--- src/rtl/down_counter_timer_if.sv ---
// rtl/down_counter_timer_if.sv - control/status bundle for the loadable down-counter timer
interface down_counter_timer_if #(
  parameter int n = 4
);
  logic         Load;
  logic [n-1:0] LoadValue;
  logic         Enable;
  logic         Mode;
  logic [n-1:0] Q;
  logic         Terminal;
  logic         Busy;

  modport master (
    output Load, LoadValue, Enable, Mode,
    input  Q, Terminal, Busy
  );

  modport slave (
    input  Load, LoadValue, Enable, Mode,
    output Q, Terminal, Busy
  );
endinterface

--- src/rtl/down_counter_timer.sv ---
// rtl/down_counter_timer.sv - loadable n-bit down-counter with one-shot and auto-reload modes
module down_counter_timer #(
  parameter int n = 4
) (
  input  logic                  Clock,
  input  logic                  Reset,
  down_counter_timer_if.slave   bus
);

  typedef enum logic {IDLE = 1'b0, RUN = 1'b1} state_t;

  state_t       state, state_next;
  logic [n-1:0] q, q_next;
  logic [n-1:0] reload, reload_next;
  logic         terminal, terminal_next;

  always_ff @(posedge Clock or posedge Reset) begin
    if (Reset) begin
      state    <= IDLE;
      q        <= '0;
      reload   <= '0;
      terminal <= 1'b0;
    end else begin
      state    <= state_next;
      q        <= q_next;
      reload   <= reload_next;
      terminal <= terminal_next;
    end
  end

  // Load outranks expiry, so a load on the expiry edge swallows that pulse.
  always_comb begin
    state_next    = state;
    q_next        = q;
    reload_next   = reload;
    terminal_next = 1'b0;
    if (bus.Load) begin
      reload_next = bus.LoadValue;
      q_next      = bus.LoadValue;
      state_next  = (bus.LoadValue != '0) ? RUN : IDLE;
    end else if (state == RUN && bus.Enable) begin
      if (q == n'(1)) begin
        terminal_next = 1'b1;
        if (bus.Mode) begin
          q_next = reload;
        end else begin
          q_next     = '0;
          state_next = IDLE;
        end
      end else begin
        q_next = q - n'(1);
      end
    end
  end

  assign bus.Q        = q;
  assign bus.Terminal = terminal;
  assign bus.Busy     = (state == RUN);

endmodule

--- src/flat_wrapper.sv ---
// flat-port wrapper written by rule: the top's interface ports become plain ports
module down_counter_timer_flat 
#(
  parameter int n = 4
)
  (Clock, Reset, bus_Load, bus_LoadValue, bus_Enable, bus_Mode, bus_Q, bus_Terminal, bus_Busy);
  down_counter_timer_if #(.n(n)) bus_i ();
  input  logic Clock;
  input  logic Reset;
  input wire logic [$bits(bus_i.Load)-1:0] bus_Load;
  input wire logic [$bits(bus_i.LoadValue)-1:0] bus_LoadValue;
  input wire logic [$bits(bus_i.Enable)-1:0] bus_Enable;
  input wire logic [$bits(bus_i.Mode)-1:0] bus_Mode;
  output wire logic [$bits(bus_i.Q)-1:0] bus_Q;
  output wire logic [$bits(bus_i.Terminal)-1:0] bus_Terminal;
  output wire logic [$bits(bus_i.Busy)-1:0] bus_Busy;
  assign bus_i.Load = bus_Load;
  assign bus_i.LoadValue = bus_LoadValue;
  assign bus_i.Enable = bus_Enable;
  assign bus_i.Mode = bus_Mode;
  assign bus_Q = bus_i.Q;
  assign bus_Terminal = bus_i.Terminal;
  assign bus_Busy = bus_i.Busy;
  down_counter_timer #(.n(n)) u_core (.Clock(Clock), .Reset(Reset), .bus(bus_i));
endmodule
--- config.mk ---
export PLATFORM = sky130hd
export DESIGN_NAME = down_counter_timer_flat
export DESIGN_NICKNAME = d
export VERILOG_FILES = /design/src/rtl/down_counter_timer_if.sv /design/src/rtl/down_counter_timer.sv /design/src/flat_wrapper.sv
export SDC_FILE = /design/constraint.sdc
export NUM_CORES = 1
export LEC_CHECK = 0
export ABC_AREA = 0
export CAP_MARGIN = 20
export CORE_MARGIN = 5
export CORE_UTILIZATION = 39
export DETAILED_ROUTE_END_ITERATION = 8
export PLACE_DENSITY = 0.67
export REMOVE_ABC_BUFFERS = 1
export SYNTH_ARGS = -nofsm -noshare
export SYNTH_HDL_FRONTEND = slang
export SYNTH_SLANG_ARGS = --single-unit
--- constraint.sdc ---
create_clock -name Clock -period 1.7 [get_ports Clock]
set_input_delay 0.17 -clock Clock [delete_from_list [all_inputs] [get_ports Clock]]
set_output_delay 0.17 -clock Clock [all_outputs]
set_load 0.02 [all_outputs]
==> impl_summary.log <==
INFO  metric synthesis.area = 542 sq um
INFO  metric setup_total_negative_slack = 0 ps
INFO  metric clock_path_buffers = 2
INFO  metric syn_inst = 57
INFO  metric floorplan.rows = 13
INFO  metric fillcell_total = around 130
INFO  metric holdCritPathClass = in -> async
INFO  metric diodes = 0
INFO  metric power_density = about 820 nW/um^2
INFO  metric fin_crit_sh = 0.929
INFO  metric avgRoutedWirePerCell = between 10 and 15 um
INFO  metric die_x = roughly 47 um
INFO  metric report.final.slew_viol_count = 0
INFO  metric first_global_vias = between 400 and 500
INFO  metric timing.final.setup_violations = 0
INFO  metric insertion_delay = about 250 ps
INFO  metric drt_iter0_markers = 3
INFO  metric routed_via_density = between 5 and 6
INFO  metric ys_seq_area_frac = 0.462
INFO  metric tritoncts = built
INFO  metric synth-warning-count = 0
INFO  metric antenna_left = 0
INFO  metric die_h = approximately 47 um
INFO  metric rsz0062_at_grt = false
INFO  metric worst_clock_skew = roughly 2.8 ps
INFO  metric drt_first_pass_iters = 2
INFO  metric routed-via-count = between 400 and 500
INFO  metric totalWireLength = ~1.2 mm
INFO  metric layout_cell_share_with_drive_strength_beyond_1 = 0.133
INFO  metric grt_antenna_before_repair = 0
INFO  metric worst_pin_slew = around 440 ps
INFO  metric clkSinkCount = 10
INFO  metric crit_type = reg -> out
INFO  metric io_buffers = 14
INFO  metric layout_overhead_on_the_synthesized_area = 36.5%
INFO  metric yosysUniqueCellTypes = 23
INFO  metric hold_viol_final = 0
INFO  metric post-place-ws = 145 ps
INFO  metric grt_max_degree = 16
INFO  metric global_route_wire_length_before_repair = just under 2 mm
INFO  metric dieArea = 2230 sq um
INFO  metric multi_input_comb_area = approximately 270 sq um
INFO  metric fin_ws = ~120 ps
INFO  metric fp.coreArea = 1300 sq um
INFO  metric detailed_place_hpwl = 903 um
INFO  metric max_cap_violations = 0
INFO  metric period_needed = roughly 1600 ps
INFO  metric synth.ff_latch_count = 10
INFO  metric max-vdd-ir-drop = approximately 0.00043 V
INFO  metric critical_path_fanouts_max = 4
INFO  metric clk_transition_reported_paths = roughly 60 ps
INFO  metric cp-end-kind = output pin
INFO  metric tritoncts.num_buffers = 3
INFO  metric run_status = completed
INFO  metric reported_leakage_power = 0.316 nW
INFO  metric ioPinCount = 15
INFO  metric holdBufCountCts = 0
INFO  metric drt_drc_violations_left = 0
INFO  metric timing.critical_path.required = approximately 1500 ps
INFO  metric max_clock_freq = approximately 630 MHz
INFO  metric grt.total_usage = 0.130
INFO  metric regArea = ~250 sq um
INFO  metric syn_avg_cell_area = ~9.5 sq um
INFO  metric htree_levels = 1
INFO  metric clock-root-buffer = sky130_fd_sc_hd__clkbuf_4
INFO  metric crit_arrival = roughly 1400 ps
INFO  metric gp_congestion = around 0.71
INFO  metric tightest_slew_margin_relative_to_the_limit = 0.708
INFO  metric nNetsFinal = 88
INFO  metric cp-start-kind = flip-flop
INFO  metric globalRoute.totalOverflow = 0
INFO  metric initial_core_util = 0.416
final timing paths:
kind	startpoint	to	slack (ps)	cells after the start
max	u_core.bus.Q[0]$_DFFE_PP0P_	bus_Q[0]	120	2
min	Reset	u_core.reload[2]$_DFFE_PP0P_	190	2
max reg2reg	u_core.bus.Q[1]$_DFFE_PP0P_	u_core.bus.Q[3]$_DFFE_PP0P_	150	6
min reg2reg	u_core.reload[0]$_DFFE_PP0P_	u_core.reload[0]$_DFFE_PP0P_	540	2
max in group asynchronous	Reset	u_core.bus.Busy$_DFFE_PP0P_	1240	2
min in group Clock	bus_LoadValue[0]	u_core.bus.Q[0]$_DFFE_PP0P_	520	3
flip-flops by register name (all words and copies together), names as in the netlist:
name,cells
u_core.bus.Terminal,1
u_core.bus.Q,4
u_core.reload,4
u_core.bus.Busy,1
layout make-up:
type,count,share of cell area
repair buffers,16,0.210
inverters,7,0.0355
multi-input cells,39,0.360
well taps,15,0.0254
flip-flops and latches,10,0.338
clock buffers,3,0.0305
metal layers:
| layer | wire length [um] | part of all wire | track usage |
|---|---|---|---|
| met1 | 539 | 0.47 | 0.156 |
| met2 | 535 | 0.46 | 0.198 |
| met3 | 65 | 0.056 | 0.0307 |
| met4 | 15 | 0.013 | 0.0994 |
| met5 | 0 | 0 | 0 |
report_power, final:
group	internal (W)	total [W]	switching (W)	leakage [nW]
Combinational	0.0000872	0.000168	0.0000806	0.183
Clock	0.0000812	0.000151	0.0000696	0.0138
Sequential	0.000260	0.000285	0.0000252	0.120
Total	0.000429	0.000604	0.000175	0.316
kinds of logic (layout without fill, tap and decap cells):
family | after synthesis | count (layout) | share of synthesized area
buf+inv | 8 | 26 | 0.0693
compound gates | 16 | 16 | 0.199
fa+ha+maj | 2 | 2 | 0.0462
simple gates | 21 | 21 | 0.224
flops | 10 | 10 | 0.462
stage by stage:
stage | cells | hold slack (ps) | total power [W] | area (sq um) | util
final | 90 | 191 | 0.000604 | 739 | 0.568
after global routing | 90 | 222 | 0.000643 | 739 | 0.568
after CTS | 89 | 202 | 0.000606 | 719 | 0.553
after detailed placement | 86 | 477 | 0.000451 | 697 | 0.536
after global placement | 86 | 472 | 0.000449 | 697 | 0.536
after floorplan | 56 | 10.2 | 0.000374 | 531 | -
Yosys cell counts (all sizes together):
| master | n | area share |
|---|---|---|
| and2 | 1 | 0.014 |
| buf | 1 | 0.021 |
| nand3b | 1 | 0.014 |
| o21ai | 6 | 0.055 |
| nor3 | 1 | 0.0092 |
| nand2b | 2 | 0.023 |
| inv | 7 | 0.049 |
| nor3b | 2 | 0.049 |
| nor4 | 1 | 0.012 |
| o311a | 1 | 0.021 |
| dfrtp | 10 | 0.46 |
| a21oi | 2 | 0.018 |
| nand4 | 1 | 0.012 |
| a211oi | 1 | 0.014 |
| ha | 2 | 0.046 |
| nand2 | 6 | 0.042 |
| o31ai | 3 | 0.042 |
| nor2 | 4 | 0.028 |
| a31o | 1 | 0.016 |
| nor2b | 1 | 0.012 |
| or3 | 1 | 0.012 |
| a311oi | 2 | 0.032 |
what timing repair did:
action	CTS	global route
endpoints found under the setup margin	0	3
resized for setup	0	3
setup buffers	0	1
worst max-delay path, stage by stage (launching register included):
cell and delay [ps]:
sky130_fd_sc_hd__dfrtp_1 410, sky130_fd_sc_hd__buf_4 150, sky130_fd_sc_hd__clkdlybuf4s50_1 590
placed cells by master (no fill, tap or decap):
| cell type | netlist | routed |
|---|---|---|
| sky130_fd_sc_hd__and2_2 | 1 | 1 |
| sky130_fd_sc_hd__ha_4 | 0 | 1 |
| sky130_fd_sc_hd__nand2b_1 | 2 | 2 |
| sky130_fd_sc_hd__or3_1 | 1 | 1 |
| sky130_fd_sc_hd__a311oi_1 | 2 | 2 |
| sky130_fd_sc_hd__o31ai_1 | 3 | 3 |
| sky130_fd_sc_hd__a211oi_1 | 1 | 1 |
| sky130_fd_sc_hd__o311a_2 | 1 | 1 |
| sky130_fd_sc_hd__nor3b_1 | 1 | 1 |
| sky130_fd_sc_hd__nand4_1 | 1 | 1 |
| sky130_fd_sc_hd__ha_1 | 2 | 1 |
| sky130_fd_sc_hd__nand2_1 | 6 | 6 |
| sky130_fd_sc_hd__nor2_1 | 4 | 4 |
| sky130_fd_sc_hd__nor3b_4 | 1 | 1 |
| sky130_fd_sc_hd__clkdlybuf4s50_1 | 0 | 14 |
| sky130_fd_sc_hd__a31o_2 | 1 | 1 |
| sky130_fd_sc_hd__o21ai_0 | 6 | 5 |
| sky130_fd_sc_hd__inv_1 | 7 | 7 |
| sky130_fd_sc_hd__nand3b_1 | 1 | 1 |
| sky130_fd_sc_hd__nor4_1 | 1 | 1 |
| sky130_fd_sc_hd__nor2b_1 | 1 | 1 |
| sky130_fd_sc_hd__a21oi_1 | 2 | 2 |
| sky130_fd_sc_hd__clkbuf_4 | 0 | 3 |
| sky130_fd_sc_hd__nor3_1 | 1 | 1 |
| sky130_fd_sc_hd__dfrtp_1 | 10 | 10 |
| sky130_fd_sc_hd__buf_4 | 0 | 2 |
| sky130_fd_sc_hd__o21ai_1 | 0 | 1 |
Note: power is estimated with default switching activity, not from simulation.
